`src/rtl/sumator_serial_if.sv`:
```
// rtl/sumator_serial_if.sv - operand/result bundle for the bit-serial adder
interface sumator_serial_if #(parameter int WIDTH = 8);
    logic             start;
    logic             sub;
    logic [WIDTH-1:0] a;
    logic [WIDTH-1:0] b;
    logic             busy;
    logic             done;
    logic [WIDTH-1:0] sum;
    logic             cout;
    logic             ovf;

    modport master (output start, sub, a, b, input busy, done, sum, cout, ovf);
    modport slave  (input start, sub, a, b, output busy, done, sum, cout, ovf);
endinterface

```
`src/rtl/sumator_serial.sv`:
```
// rtl/sumator_serial.sv - bit-serial add/subtract, one bit per clock, LSB first
module sumator_serial #(
    parameter int WIDTH = 8
) (
    input logic              clk,
    input logic              rst_n,
    sumator_serial_if.slave  bus
);
    localparam int CW = (WIDTH > 1) ? $clog2(WIDTH) : 1;

    typedef enum logic [1:0] {IDLE, RUN, DONE} state_t;

    state_t           state, state_nx;
    logic [WIDTH-1:0] a_sr, b_sr, s_sr, sum_q;
    logic [CW-1:0]    cnt;
    logic             carry, cout_q, ovf_q;
    logic             bit_s, carry_nx, last;
    logic [WIDTH-1:0] s_nx;

    always_comb begin
        bit_s    = a_sr[0] ^ b_sr[0] ^ carry;
        carry_nx = (a_sr[0] & b_sr[0]) | (carry & (a_sr[0] ^ b_sr[0]));
        last     = (cnt == CW'(WIDTH - 1));
        // New bit enters at the MSB so the word is LSB-aligned after WIDTH shifts.
        s_nx     = (s_sr >> 1) | (WIDTH'(bit_s) << (WIDTH - 1));
    end

    always_ff @(posedge clk or negedge rst_n) begin
        if (!rst_n) state <= IDLE;
        else        state <= state_nx;
    end

    always_comb begin
        state_nx = state;
        case (state)
            IDLE:    if (bus.start) state_nx = RUN;
            RUN:     if (last)      state_nx = DONE;
            DONE:    state_nx = IDLE;
            default: state_nx = IDLE;
        endcase
    end

    always_ff @(posedge clk or negedge rst_n) begin
        if (!rst_n) begin
            a_sr   <= '0;
            b_sr   <= '0;
            s_sr   <= '0;
            sum_q  <= '0;
            cnt    <= '0;
            carry  <= 1'b0;
            cout_q <= 1'b0;
            ovf_q  <= 1'b0;
        end else begin
            case (state)
                IDLE: if (bus.start) begin
                    // Subtraction is a + ~b + 1; the +1 rides in on the initial carry.
                    a_sr  <= bus.a;
                    b_sr  <= bus.sub ? ~bus.b : bus.b;
                    carry <= bus.sub;
                    s_sr  <= '0;
                    cnt   <= '0;
                end
                RUN: begin
                    a_sr  <= a_sr >> 1;
                    b_sr  <= b_sr >> 1;
                    s_sr  <= s_nx;
                    carry <= carry_nx;
                    cnt   <= cnt + CW'(1);
                    if (last) begin
                        // carry here is the carry into the MSB.
                        sum_q  <= s_nx;
                        cout_q <= carry_nx;
                        ovf_q  <= carry ^ carry_nx;
                    end
                end
                default: ;
            endcase
        end
    end

    assign bus.busy = (state == RUN);
    assign bus.done = (state == DONE);
    assign bus.sum  = sum_q;
    assign bus.cout = cout_q;
    assign bus.ovf  = ovf_q;
endmodule

```
`src/flat_wrapper.sv`:
```
// flat-port wrapper written by rule: the top's interface ports become plain ports
module sumator_serial_flat 
#(
    parameter int WIDTH = 8
)
  (clk, rst_n, bus_start, bus_sub, bus_a, bus_b, bus_busy, bus_done, bus_sum, bus_cout, bus_ovf);
  sumator_serial_if #(.WIDTH(WIDTH)) bus_i ();
  input logic clk;
  input logic rst_n;
  input wire logic [$bits(bus_i.start)-1:0] bus_start;
  input wire logic [$bits(bus_i.sub)-1:0] bus_sub;
  input wire logic [$bits(bus_i.a)-1:0] bus_a;
  input wire logic [$bits(bus_i.b)-1:0] bus_b;
  output wire logic [$bits(bus_i.busy)-1:0] bus_busy;
  output wire logic [$bits(bus_i.done)-1:0] bus_done;
  output wire logic [$bits(bus_i.sum)-1:0] bus_sum;
  output wire logic [$bits(bus_i.cout)-1:0] bus_cout;
  output wire logic [$bits(bus_i.ovf)-1:0] bus_ovf;
  assign bus_i.start = bus_start;
  assign bus_i.sub = bus_sub;
  assign bus_i.a = bus_a;
  assign bus_i.b = bus_b;
  assign bus_busy = bus_i.busy;
  assign bus_done = bus_i.done;
  assign bus_sum = bus_i.sum;
  assign bus_cout = bus_i.cout;
  assign bus_ovf = bus_i.ovf;
  sumator_serial #(.WIDTH(WIDTH)) u_core (.clk(clk), .rst_n(rst_n), .bus(bus_i));
endmodule
```
`config.mk`:
```
export PLATFORM = sky130hd
export DESIGN_NAME = sumator_serial_flat
export DESIGN_NICKNAME = d
export VERILOG_FILES = /design/src/rtl/sumator_serial_if.sv /design/src/rtl/sumator_serial.sv /design/src/flat_wrapper.sv
export SDC_FILE = /design/constraint.sdc
export NUM_CORES = 1
export LEC_CHECK = 0
export CORE_ASPECT_RATIO = 1.75
export CORE_MARGIN = 4
export CORE_UTILIZATION = 38
export CTS_CLUSTER_DIAMETER = 50
export DETAILED_ROUTE_END_ITERATION = 8
export HOLD_SLACK_MARGIN = 0.12
export PLACE_DENSITY = 0.73
export SLEW_MARGIN = 40
export SYNTH_ARGS = -nofsm -noshare
export SYNTH_HDL_FRONTEND = slang
export SYNTH_SLANG_ARGS = --single-unit
```
`constraint.sdc`:
```
create_clock -name clk -period 2.7 [get_ports clk]
set_clock_uncertainty 0.2 [all_clocks]
set_input_delay 0.54 -clock clk [delete_from_list [all_inputs] [get_ports clk]]
set_output_delay 0.54 -clock clk [all_outputs]
set_load 0.01 [all_outputs]
```
==> results of run 1 <==
==> per-layer routing <==
metal / vias up / GRT usage
met5: - / 0
li1: 549 / -
met4: 0 / 0.0733
met2: 29 / 0.222
met1: 572 / 0.165
met3: 7 / 0.0346
==> how the worst min path moves through the flow <==
stage,to,slack (ns),depth (start not counted)
2_1_floorplan,u_core.a_sr[0]$_DFFE_PN0P_,0.04,0
6_report,u_core.a_sr[5]$_DFFE_PN0P_,0.29,2
3_3_place_gp,u_core.a_sr[3]$_DFFE_PN0P_,0.26,2
5_1_grt,u_core.a_sr[1]$_DFFE_PN0P_,0.31,2
4_1_cts,u_core.b_sr[3]$_DFFE_PN0P_,0.18,1
3_5_place_dp,u_core.a_sr[5]$_DFFE_PN0P_,0.28,2
==> cell usage in the layout, fill, tap and decap left out, drive strengths merged <==
cell type	count
a21oi	1
a221o	7
a22o	10
a22oi	8
a32o	1
and3	7
buf	4
bufinv	1
clkbuf	6
clkdlybuf4s50	30
clkinv	1
dfrtp	39
dlygate4sd3	1
fa	1
ha	2
inv	2
mux2	10
nand2	9
nand2b	2
nand3b	1
nor2	2
nor2b	2
o21ai	9
o21bai	1
xnor2	1
xor2	8
==> through the flow <==
| stage | instance area [µm²] | std cells |
|---|---|---|
| floorplan | 1730 | 132 |
| global placement | 2060 | 208 |
| detailed placement | 2060 | 208 |
| CTS | 2180 | 216 |
| global route | 2190 | 217 |
| finish | 2190 | 217 |
==> where the power goes <==
part	internal [mW]	leakage, nW	switching (mW)
Sequential	0.820	0.502	0.168
Clock	0.299	0.0612	0.203
Combinational	0.488	0.461	0.349
==> worst reg2reg max path, delay by kind of cell, from the launching register on <==
family / cells / cell delay [ns]
DFF: 1 / 0.49
buffers and inverters: 2 / 0.55
and+or+nand+nor: 1 / 0.08
AOI/OAI and AO/OA: 2 / 0.53
==> kinds of logic after synthesis <==
| family | count (synthesis) |
|---|---|
| compound gates | 37 |
| xor+xnor | 9 |
| fa+ha+maj | 3 |
| buf+inv | 11 |
| flops | 39 |
| mux | 10 |
| simple gates | 23 |
==> layout make-up <==
| cell class | instances | area, µm² |
|---|---|---|
| repair buffers | 35 | 340 |
| fillers | 413 | 2210 |
| clock inverters | 2 | 35.0 |
| multi-input cells | 82 | 684 |
| flip-flops and latches | 39 | 977 |
| well taps | 51 | 63.8 |
| clock buffers | 6 | 82.6 |
| inverters | 2 | 7.51 |
==> state kept, by name, indices dropped and copies added (netlist names) <==
register and cells:
u_core.bus.cout 1, u_core.cnt 3, u_core.b_sr 8, u_core.a_sr 8, u_core.bus.sum 8, u_core.carry 1, u_core.state 2, u_core.s_sr 7
u_core.bus.ovf 1
==> repair_timing <==
action                                  in CTS  in global routing
hold buffers                                 0                  1
endpoints found under the hold margin        0                 39
resized for setup                            0                  1
endpoints found under the setup margin       0                  1
==> metrics.md, run 1 <==
| Metric | Value |
|---|---|
| Status | `completed` |
| Top cells by area, synth | `dfrtp_1, mux2_4, a22o_1` |
| # diodes | `0` |
| Pre-CTS WS | `0.452 ns` |
| CP endpoint | `bus_done` |
| Startpoint type of the worst setup path | `flop` |
| Power Dens Cells | `1060 nW/µm²` |
| Synth Area in Compound Gates | `0.167` |
| Mapped cell area | `1730 µm²` |
| Dpl hpwl | `2450 µm` |
| Req. time, crit path | `1.96 ns` |
| Simple-gate share of the synthesized area | `0.0768` |
| Setup crit end kind | `output port` |
| Top Layer Used | `met4` |
| R2r setup slk | `0.78 ns` |
| CTS tree | `done` |
| Reg2reg start | `u_core.state[0]$_DFFE_PN0P_` |
| Mux cell area share after synthesis | `0.0804` |
| Hold WS | `0.293 ns` |
| RSZ-0062 raised after global routing | `false` |
| Routed WL | `3380 µm` |
| Clock tree buffer depth | `2` |
| Die Area | `5730 µm²` |
| XOR/XNOR Fraction of Synth Area | `0.0457` |
| Area leader, netlist | `dfrtp_1` |
| Cells after Synth | `132` |
| # setup viols final | `0` |
| Total negative slack | `0 ns` |
| Core Region | `4400 µm²` |
| Max-Cap Viols | `0` |
| Number of synthesized flops with an enable pin | `0` |
| FMAX | `415 MHz` |
| Ys async rst share | `1.00` |
| Via count | `1157` |
| Total power | `2.33 mW` |
| Largest net degree at the start of global routing | `40` |
| Final period util | `0.893` |
| Wire per inst | `15.6 µm` |
| Post-synth top cells | `dfrtp_1, a22o_1, nand2_1, o21ai_0` |
| Global route overflow | `0` |
| Yosys reg bits | `39` |
| CTS Sinks | `39` |
| Worst setup margin | `0.290 ns` |
| Slew Viols, Final | `0` |
| Crit path max fanout | `14` |
| Number of global-route vias before repair | `1269` |
| Setup Buffers After CTS | `0` |
| Yosys warns | `0` |
| Antenna violations before repair | `0` |
| Metal2 WL | `1830 µm` |
| Worst setup path class | `flop to output port` |
| Main synth FF type | `dfrtp_1` |
| Reg clk slew, reported paths | `0.08 ns` |
| Htree depth | `2` |
| Clock root buffer master | `clkbuf_8` |
| Number of vias per cell | `5.33` |
| Starting Density | `0.392` |
| Synth Net Count | `155` |
| Yosys top cell area share | `0.565` |
| Hold WC Path Type | `flop to flop` |
| Post-Synth Adder-Cell Area | `0.0261` |
| Crit path DAT | `1.67 ns` |
| Core Rows | `32` |
| Max incr delay on CP | `0.55 ns` |
| Wl on met1 | `1300 µm` |
| Drt pass-1 iters | `4` |
| Share of cells above drive strength 1 | `0.157` |
| Worst Reg-to-Reg Cells | `5` |
| Worst skew pair latency | `0.29 ns` |
| Levels on crit path | `3` |
| Worst-margin pin slew | `0.608 ns` |
| Area growth, synth to finish | `26.9%` |
| Tmin final | `2.41 ns` |
| Routability Congestion | `0.745` |
| Crit path max-delay cell type | `clkdlybuf4s50_1` |
| Final nets | `188` |
| Final Hold Fails | `0` |
| Post-synthesis sequential area ratio | `0.565` |
| Slew margin rel. | `0.594` |
| Final ANT Viol Nets | `0` |
| Initial DRC Count | `23` |
| Syn Area/Cell | `13.1 µm²` |
| CP Buf/Inv Count | `2` |
| GRT Total Usage | `0.138` |
| IO Pins | `32` |
| Hold path start | `u_core.a_sr[5]$_DFFE_PN0P_` |
| VDD IR max | `0.000607 V` |
| PortBufs | `31` |
| Final Core Density | `0.497` |
| Die height | `97.2 µm` |
| Delay-heaviest family, CP | `buffers and inverters` |
| Num CTS Buffers | `5` |
| Top-count cell post-synth | `dfrtp_1` |
| CP cell instances | `inv_1 -> nor2_1 -> clkdlybuf4s50_1` |
| Die X | `59.0 µm` |
| Critical R2R Capture | `u_core.a_sr[4]$_DFFE_PN0P_` |
| DR WL met3 | `175 µm` |
| DR DRC count | `0` |
| Largest family of logic cells by synthesized area | `compound AO/OA/AOI/OAI gates` |
| Global-route wire length before repair | `6110 µm` |
| Setup crit start | `u_core.state[1]$_DFFE_PN0P_` |
| Leakage | `1.02 nW` |
| Count of cell types in the netlist | `26` |
Power figures use the tool's default switching activity.
==> inputs of run 2 (changes only) <==
Settings changed: CORE_UTILIZATION 38 to 55, PLACE_DENSITY 0.73 to 0.95, SKIP_LAST_GASP from default to 1.
==> metrics.md, run 2 (synthesized netlist as in run 1, its figures left out) <==
| Metric | Value |
|---|---|
| Req. time, crit path | `1.96 ns (about the same)` |
| Number of global-route vias before repair | `1332 (+5.0%)` |
| GRT Total Usage | `0.201 (+0.0629)` |
| Setup crit end kind | `output port` |
| Worst-margin pin slew | `0.671 ns (+0.0633 ns)` |
| Num CTS Buffers | `5 (unchanged)` |
| Largest net degree at the start of global routing | `40 (unchanged)` |
| Max incr delay on CP | `0.62 ns (+0.07 ns)` |
| Core Rows | `26 (-19%)` |
| Starting Density | `0.583 (+0.191)` |
| R2r setup slk | `0.82 ns (+0.04 ns)` |
| Setup Buffers After CTS | `0 (unchanged)` |
| Worst setup path class | `flop to output port` |
| Power Dens Cells | `1090 nW/µm² (+2.4%)` |
| Share of cells above drive strength 1 | `0.151 (-0.00602)` |
| Die height | `82.1 µm (-15%)` |
| Via count | `1230 (+6.3%)` |
| CTS tree | `done` |
| Tmin final | `2.57 ns (+0.158 ns)` |
| Crit path max-delay cell type | `dfrtp_1` |
| VDD IR max | `0.000595 V (-2.0%)` |
| Multi-input gate area | `684 µm² (unchanged)` |
| Final period util | `0.951 (+0.0585)` |
| Non-Filler Instances | `208 (-4.1%)` |
| CP cell instances | `inv_1 -> nor2_1 -> clkdlybuf4s50_1` |
| Levels on crit path | `3 (unchanged)` |
| Max-Cap Viols | `0 (unchanged)` |
| Die Area | `4140 µm² (-28%)` |
| Global route overflow | `0 (unchanged)` |
| Htree depth | `2 (unchanged)` |
| Hold depth | `1 (-1)` |
| Seq. cell area | `976 µm² (-0.13%)` |
| Final nets | `188 (unchanged)` |
| Reg clk slew, reported paths | `0.07 ns (about the same)` |
| Placed cell count | `199 (-4.3%)` |
| Placed inst area | `2050 µm² (-0.55%)` |
| CP Buf/Inv Count | `2 (unchanged)` |
| Worst skew pair latency | `0.30 ns (about the same)` |
| Final Hold Fails | `0 (unchanged)` |
| Most frequent cells in the layout | `dfrtp_1, clkdlybuf4s50_1, a22o_1, nand2_1, o21ai_0` |
| RSZ-0062 raised after global routing | `false` |
| Hold WC Path Type | `flop to flop` |
| Total negative slack | `0 ns (unchanged)` |
| Status | `completed` |
| Crit path DAT | `1.83 ns (+0.16 ns)` |
| Final ANT Viol Nets | `0 (unchanged)` |
| # setup viols final | `0 (unchanged)` |
| Slew Viols, Final | `0 (unchanged)` |
| Startpoint type of the worst setup path | `flop` |
| Core Region | `2960 µm² (-33%)` |
| Number of vias per cell | `5.91 (+11%)` |
| Clock root buffer master | `clkbuf_8` |
| Filler cell count | `196 (-53%)` |
| Leakage | `1.02 nW (-0.14%)` |
| FMAX | `389 MHz (-6.2%)` |
| Routability Congestion | `0.770 (+3.3%)` |
| Routed WL | `3720 µm (+10%)` |
| Finished Cell Area | `2170 µm² (-0.80%)` |
| Die X | `50.4 µm (-15%)` |
| Slew margin rel. | `0.552 (-0.0417)` |
| Worst Reg-to-Reg Cells | `4 (-1)` |
| Initial DRC Count | `41 (+78%)` |
| PortBufs | `31 (unchanged)` |
| Dpl hpwl | `2630 µm (+6.9%)` |
| Area growth, synth to finish | `25.9%` |
| Pre-CTS WS | `0.416 ns (-0.0358 ns)` |
| # diodes | `0 (unchanged)` |
| Commonest non-fill, non-tap cell in the layout | `dfrtp_1` |
| Wire per inst | `17.9 µm (+15%)` |
| CTS Sinks | `39 (unchanged)` |
| IO Pins | `32 (unchanged)` |
| Clock tree buffer depth | `2 (unchanged)` |
| Worst setup margin | `0.132 ns (-0.158 ns)` |
| Global-route wire length before repair | `6150 µm (+0.56%)` |
| Crit path max fanout | `14 (unchanged)` |
| DR DRC count | `0 (unchanged)` |
| Delay-heaviest family, CP | `buffers and inverters` |
| Total power | `2.37 mW (+1.6%)` |
| Drt pass-1 iters | `4 (unchanged)` |
| Antenna violations before repair | `0 (unchanged)` |
run 2: through the flow:
| step | util | hold slack, ns |
|---|---|---|
| after floorplan | - | 0.0444 |
| after global placement | 0.692 | 0.263 |
| after detailed placement | 0.692 | 0.282 |
| after CTS | 0.730 | 0.158 |
| after global routing | 0.734 | 0.324 |
| final | 0.734 | 0.302 |
run 2: area by class of cell:
type                            instances  area share
Multi-Input combinational cell         82       0.315
Timing Repair Buffer                   35       0.157
Clock inverter                          3      0.0201
Tap cell                               42      0.0242
Sequential cell                        39       0.449
Inverter                                2     0.00345
Clock buffer                            5      0.0317
run 2: final timing paths:
kind                                                 endpoint                        start
worst min register to register     u_core.a_sr[7]$_DFFE_PN0P_   u_core.a_sr[7]$_DFFE_PN0P_
worst max-delay path                                 bus_done  u_core.state[1]$_DFFE_PN0P_
min in group asynchronous       u_core.bus.sum[4]$_DFFE_PN0P_                        rst_n
worst min-delay path               u_core.a_sr[7]$_DFFE_PN0P_   u_core.a_sr[7]$_DFFE_PN0P_
worst max register to register      u_core.cnt[0]$_DFFE_PN0P_  u_core.state[0]$_DFFE_PN0P_
max in group asynchronous          u_core.b_sr[2]$_DFFE_PN0P_                        rst_n
run 2: layer usage:
metal,vias up,track usage,share of wire
li1,545,-,-
met1,607,0.206,0.36
met2,60,0.370,0.54
met3,18,0.0503,0.060
met4,0,0.108,0.037
met5,-,0,0
run 2: power by group:
part	leakage, nW	switching (mW)	internal [mW]
Combinational	0.461	0.397	0.496
Sequential	0.504	0.166	0.820
Clock	0.0581	0.211	0.275
run 2: timing repair:
action | CTS | global route
resized for setup | 0 | 0
hold endpoints to repair | 0 | 39
hold buffers | 0 | 1
==> inputs of run 3 (changes only) <==
==> constraint.sdc (replaced) <==
create_clock -name clk -period 2.7 [get_ports clk]
set_clock_uncertainty 0.2 [all_clocks]
set_input_delay 0.27 -clock clk [delete_from_list [all_inputs] [get_ports clk]]
set_output_delay 0.27 -clock clk [all_outputs]
set_load 0.01 [all_outputs]
==> metrics.md, run 3 (synthesized netlist as in run 1, its figures left out) <==
| Metric | Value |
|---|---|
| Tmin final | `2.29 ns (-0.280 ns)` |
| Sw Ratio | `0.329 (+0.00187)` |
| Worst-margin pin slew | `0.699 ns (+0.0281 ns)` |
| Hold WC Path Type | `primary input to async pin` |
| Crit path DAT | `1.82 ns (about the same)` |
| DR DRC count | `0 (unchanged)` |
| Initial DRC Count | `29 (-29%)` |
| Reg2reg start | `u_core.state[0]$_DFFE_PN0P_` |
| Drt pass-1 iters | `4 (unchanged)` |
| Dpl hpwl | `2540 µm (-3.3%)` |
| Slew Viols, Final | `0 (unchanged)` |
| Htree depth | `2 (unchanged)` |
| Worst skew pair latency | `0.29 ns (about the same)` |
| Num CTS Buffers | `5 (unchanged)` |
| R2r setup slk | `0.73 ns (-0.09 ns)` |
| CTS tree | `done` |
| FMAX | `437 MHz (+12%)` |
| Combinational share of power | `0.382 (+0.005)` |
| Antenna violations before repair | `0 (unchanged)` |
| Core Region | `2960 µm² (unchanged)` |
| Slew margin rel. | `0.534 (-0.0188)` |
| Power Dens Cells | `1030 nW/µm² (-4.9%)` |
| Total negative slack | `0 ns (unchanged)` |
| Crit path max fanout | `12 (-2)` |
| Max-Cap Viols | `0 (unchanged)` |
| Via count | `1153 (-6.3%)` |
| Area growth, synth to finish | `24.2%` |
| Sequential share of power | `0.449 (+0.032)` |
| Die Area | `4140 µm² (unchanged)` |
| Critical R2R Capture | `u_core.a_sr[4]$_DFFE_PN0P_` |
| Req. time, crit path | `2.23 ns (+0.27 ns)` |
| Worst setup path class | `flop to output port` |
| Startpoint type of the worst setup path | `flop` |
| Number of vias per cell | `5.54 (-6.3%)` |
| CTS Sinks | `39 (unchanged)` |
| Core Rows | `26 (unchanged)` |
| Die height | `82.1 µm (unchanged)` |
| Final ANT Viol Nets | `0 (unchanged)` |
| Clock power frac | `0.169 (-0.037)` |
| CP endpoint | `bus_busy` |
| Placed inst area | `2050 µm² (unchanged)` |
| # diodes | `0 (unchanged)` |
| RSZ-0062 raised after global routing | `false` |
| Setup crit end kind | `output port` |
| Setup crit start | `u_core.state[0]$_DFFE_PN0P_` |
| Routed WL | `3460 µm (-7.0%)` |
| PortBufs | `31 (unchanged)` |
| Commonest non-fill, non-tap cell in the layout | `dfrtp_1` |
| Resize count post-CTS | `0 (unchanged)` |
| Most frequent cells in the layout | `dfrtp_1, clkdlybuf4s50_1, a22o_1, nand2_1, o21ai_0` |
| Final Hold Fails | `0 (unchanged)` |
| Final period util | `0.847 (-0.104)` |
| Die X | `50.4 µm (unchanged)` |
| Status | `completed` |
| Wire per inst | `16.6 µm (-7.0%)` |
| Finished Cell Area | `2140 µm² (-1.3%)` |
| Internal power | `1.49 mW (-6.5%)` |
| Share of cells above drive strength 1 | `0.151 (unchanged)` |
| Worst Reg-to-Reg Cells | `4 (unchanged)` |
| Total power | `2.22 mW (-6.2%)` |
| # setup viols final | `0 (unchanged)` |
| Starting Density | `0.583 (unchanged)` |
| Reg clk slew, reported paths | `0.07 ns (about the same)` |
| Net switching power | `731 µW (-5.7%)` |
| IO Pins | `32 (unchanged)` |
| Global-route wire length before repair | `5980 µm (-2.8%)` |
| GRT Total Usage | `0.200 (-0.00154)` |
| Routability Congestion | `0.760 (-1.3%)` |
| Global route overflow | `0 (unchanged)` |
| Largest net degree at the start of global routing | `40 (unchanged)` |
| Leakage | `1.01 nW (-1.0%)` |
| VDD IR max | `0.000594 V (about the same)` |
| Clock root buffer master | `clkbuf_8` |
| Clock tree buffer depth | `2 (unchanged)` |
| Number of global-route vias before repair | `1230 (-7.7%)` |
| Final nets | `188 (unchanged)` |
[run 3: changes by cell type in the layout (fill, tap and decap cells not counted), sizes merged]
cell,change
bufinv,-1
clkinv,+1
[run 3: layout make-up]
class,count,area [µm²]
inverter,2,7.51
tap,42,52.6
fill,198,816
timing repair buffer,35,340
clock buffer,5,68.8
multi-input combinational,82,684
sequential,39,976
clock inverter,3,15.0
[run 3: critical path: stages (launching register included)]
cell             delay (ns)
dfrtp_1                0.60
nor2b_1                0.19
buf_4                  0.18
clkdlybuf4s50_1        0.55
[run 3: stage by stage]
stage / utilization / setup slack (ns) / hold slack (ns) / instances
final: 0.724 / 0.412 / 0.273 / 208
after global routing: 0.724 / 0.273 / 0.309 / 208
after CTS: 0.724 / 0.384 / 0.291 / 208
after detailed placement: 0.692 / 0.664 / 0.208 / 199
after global placement: 0.692 / 0.756 / 0.198 / 199
after floorplan: - / 1.08 / -0.226 / 132
[run 3: metal layers]
layer	wire (µm)	global-route usage	vias up
met5	0	0	-
met3	161	0.0557	7
met2	1890	0.349	33
li1	-	-	551
met1	1330	0.218	562
met4	81	0.105	0
[run 3: worst min path at each step]
stage / start / endpoint / slack (ns) / depth (start not counted)
final: rst_n / u_core.bus.sum[3]$_DFFE_PN0P_ / 0.27 / 2
after CTS: u_core.bus.ovf$_DFFE_PN0P_ / u_core.bus.ovf$_DFFE_PN0P_ / 0.29 / 2
after detailed placement: rst_n / u_core.bus.sum[2]$_DFFE_PN0P_ / 0.21 / 1
after global routing: rst_n / u_core.bus.sum[3]$_DFFE_PN0P_ / 0.31 / 2
after floorplan: rst_n / u_core.a_sr[0]$_DFFE_PN0P_ / -0.23 / 0
after global placement: rst_n / u_core.bus.sum[3]$_DFFE_PN0P_ / 0.20 / 1
[run 3: power by group through the flow]
stage / registers [mW] / clock network [mW] / logic, mW
2_1_floorplan: 0.972 / 0 / 0.558
3_3_place_gp: 0.982 / 0 / 0.798
3_5_place_dp: 1.01 / 0 / 0.856
4_1_cts: 0.998 / 0.385 / 0.862
5_1_grt: 1.03 / 0.406 / 0.937
6_report: 0.996 / 0.375 / 0.847
[run 3: repair_timing]
item | CTS | global route
hold buffers | 1 | 0
endpoints found under the hold margin | 39 | 0
buffers inserted | 0 | 0
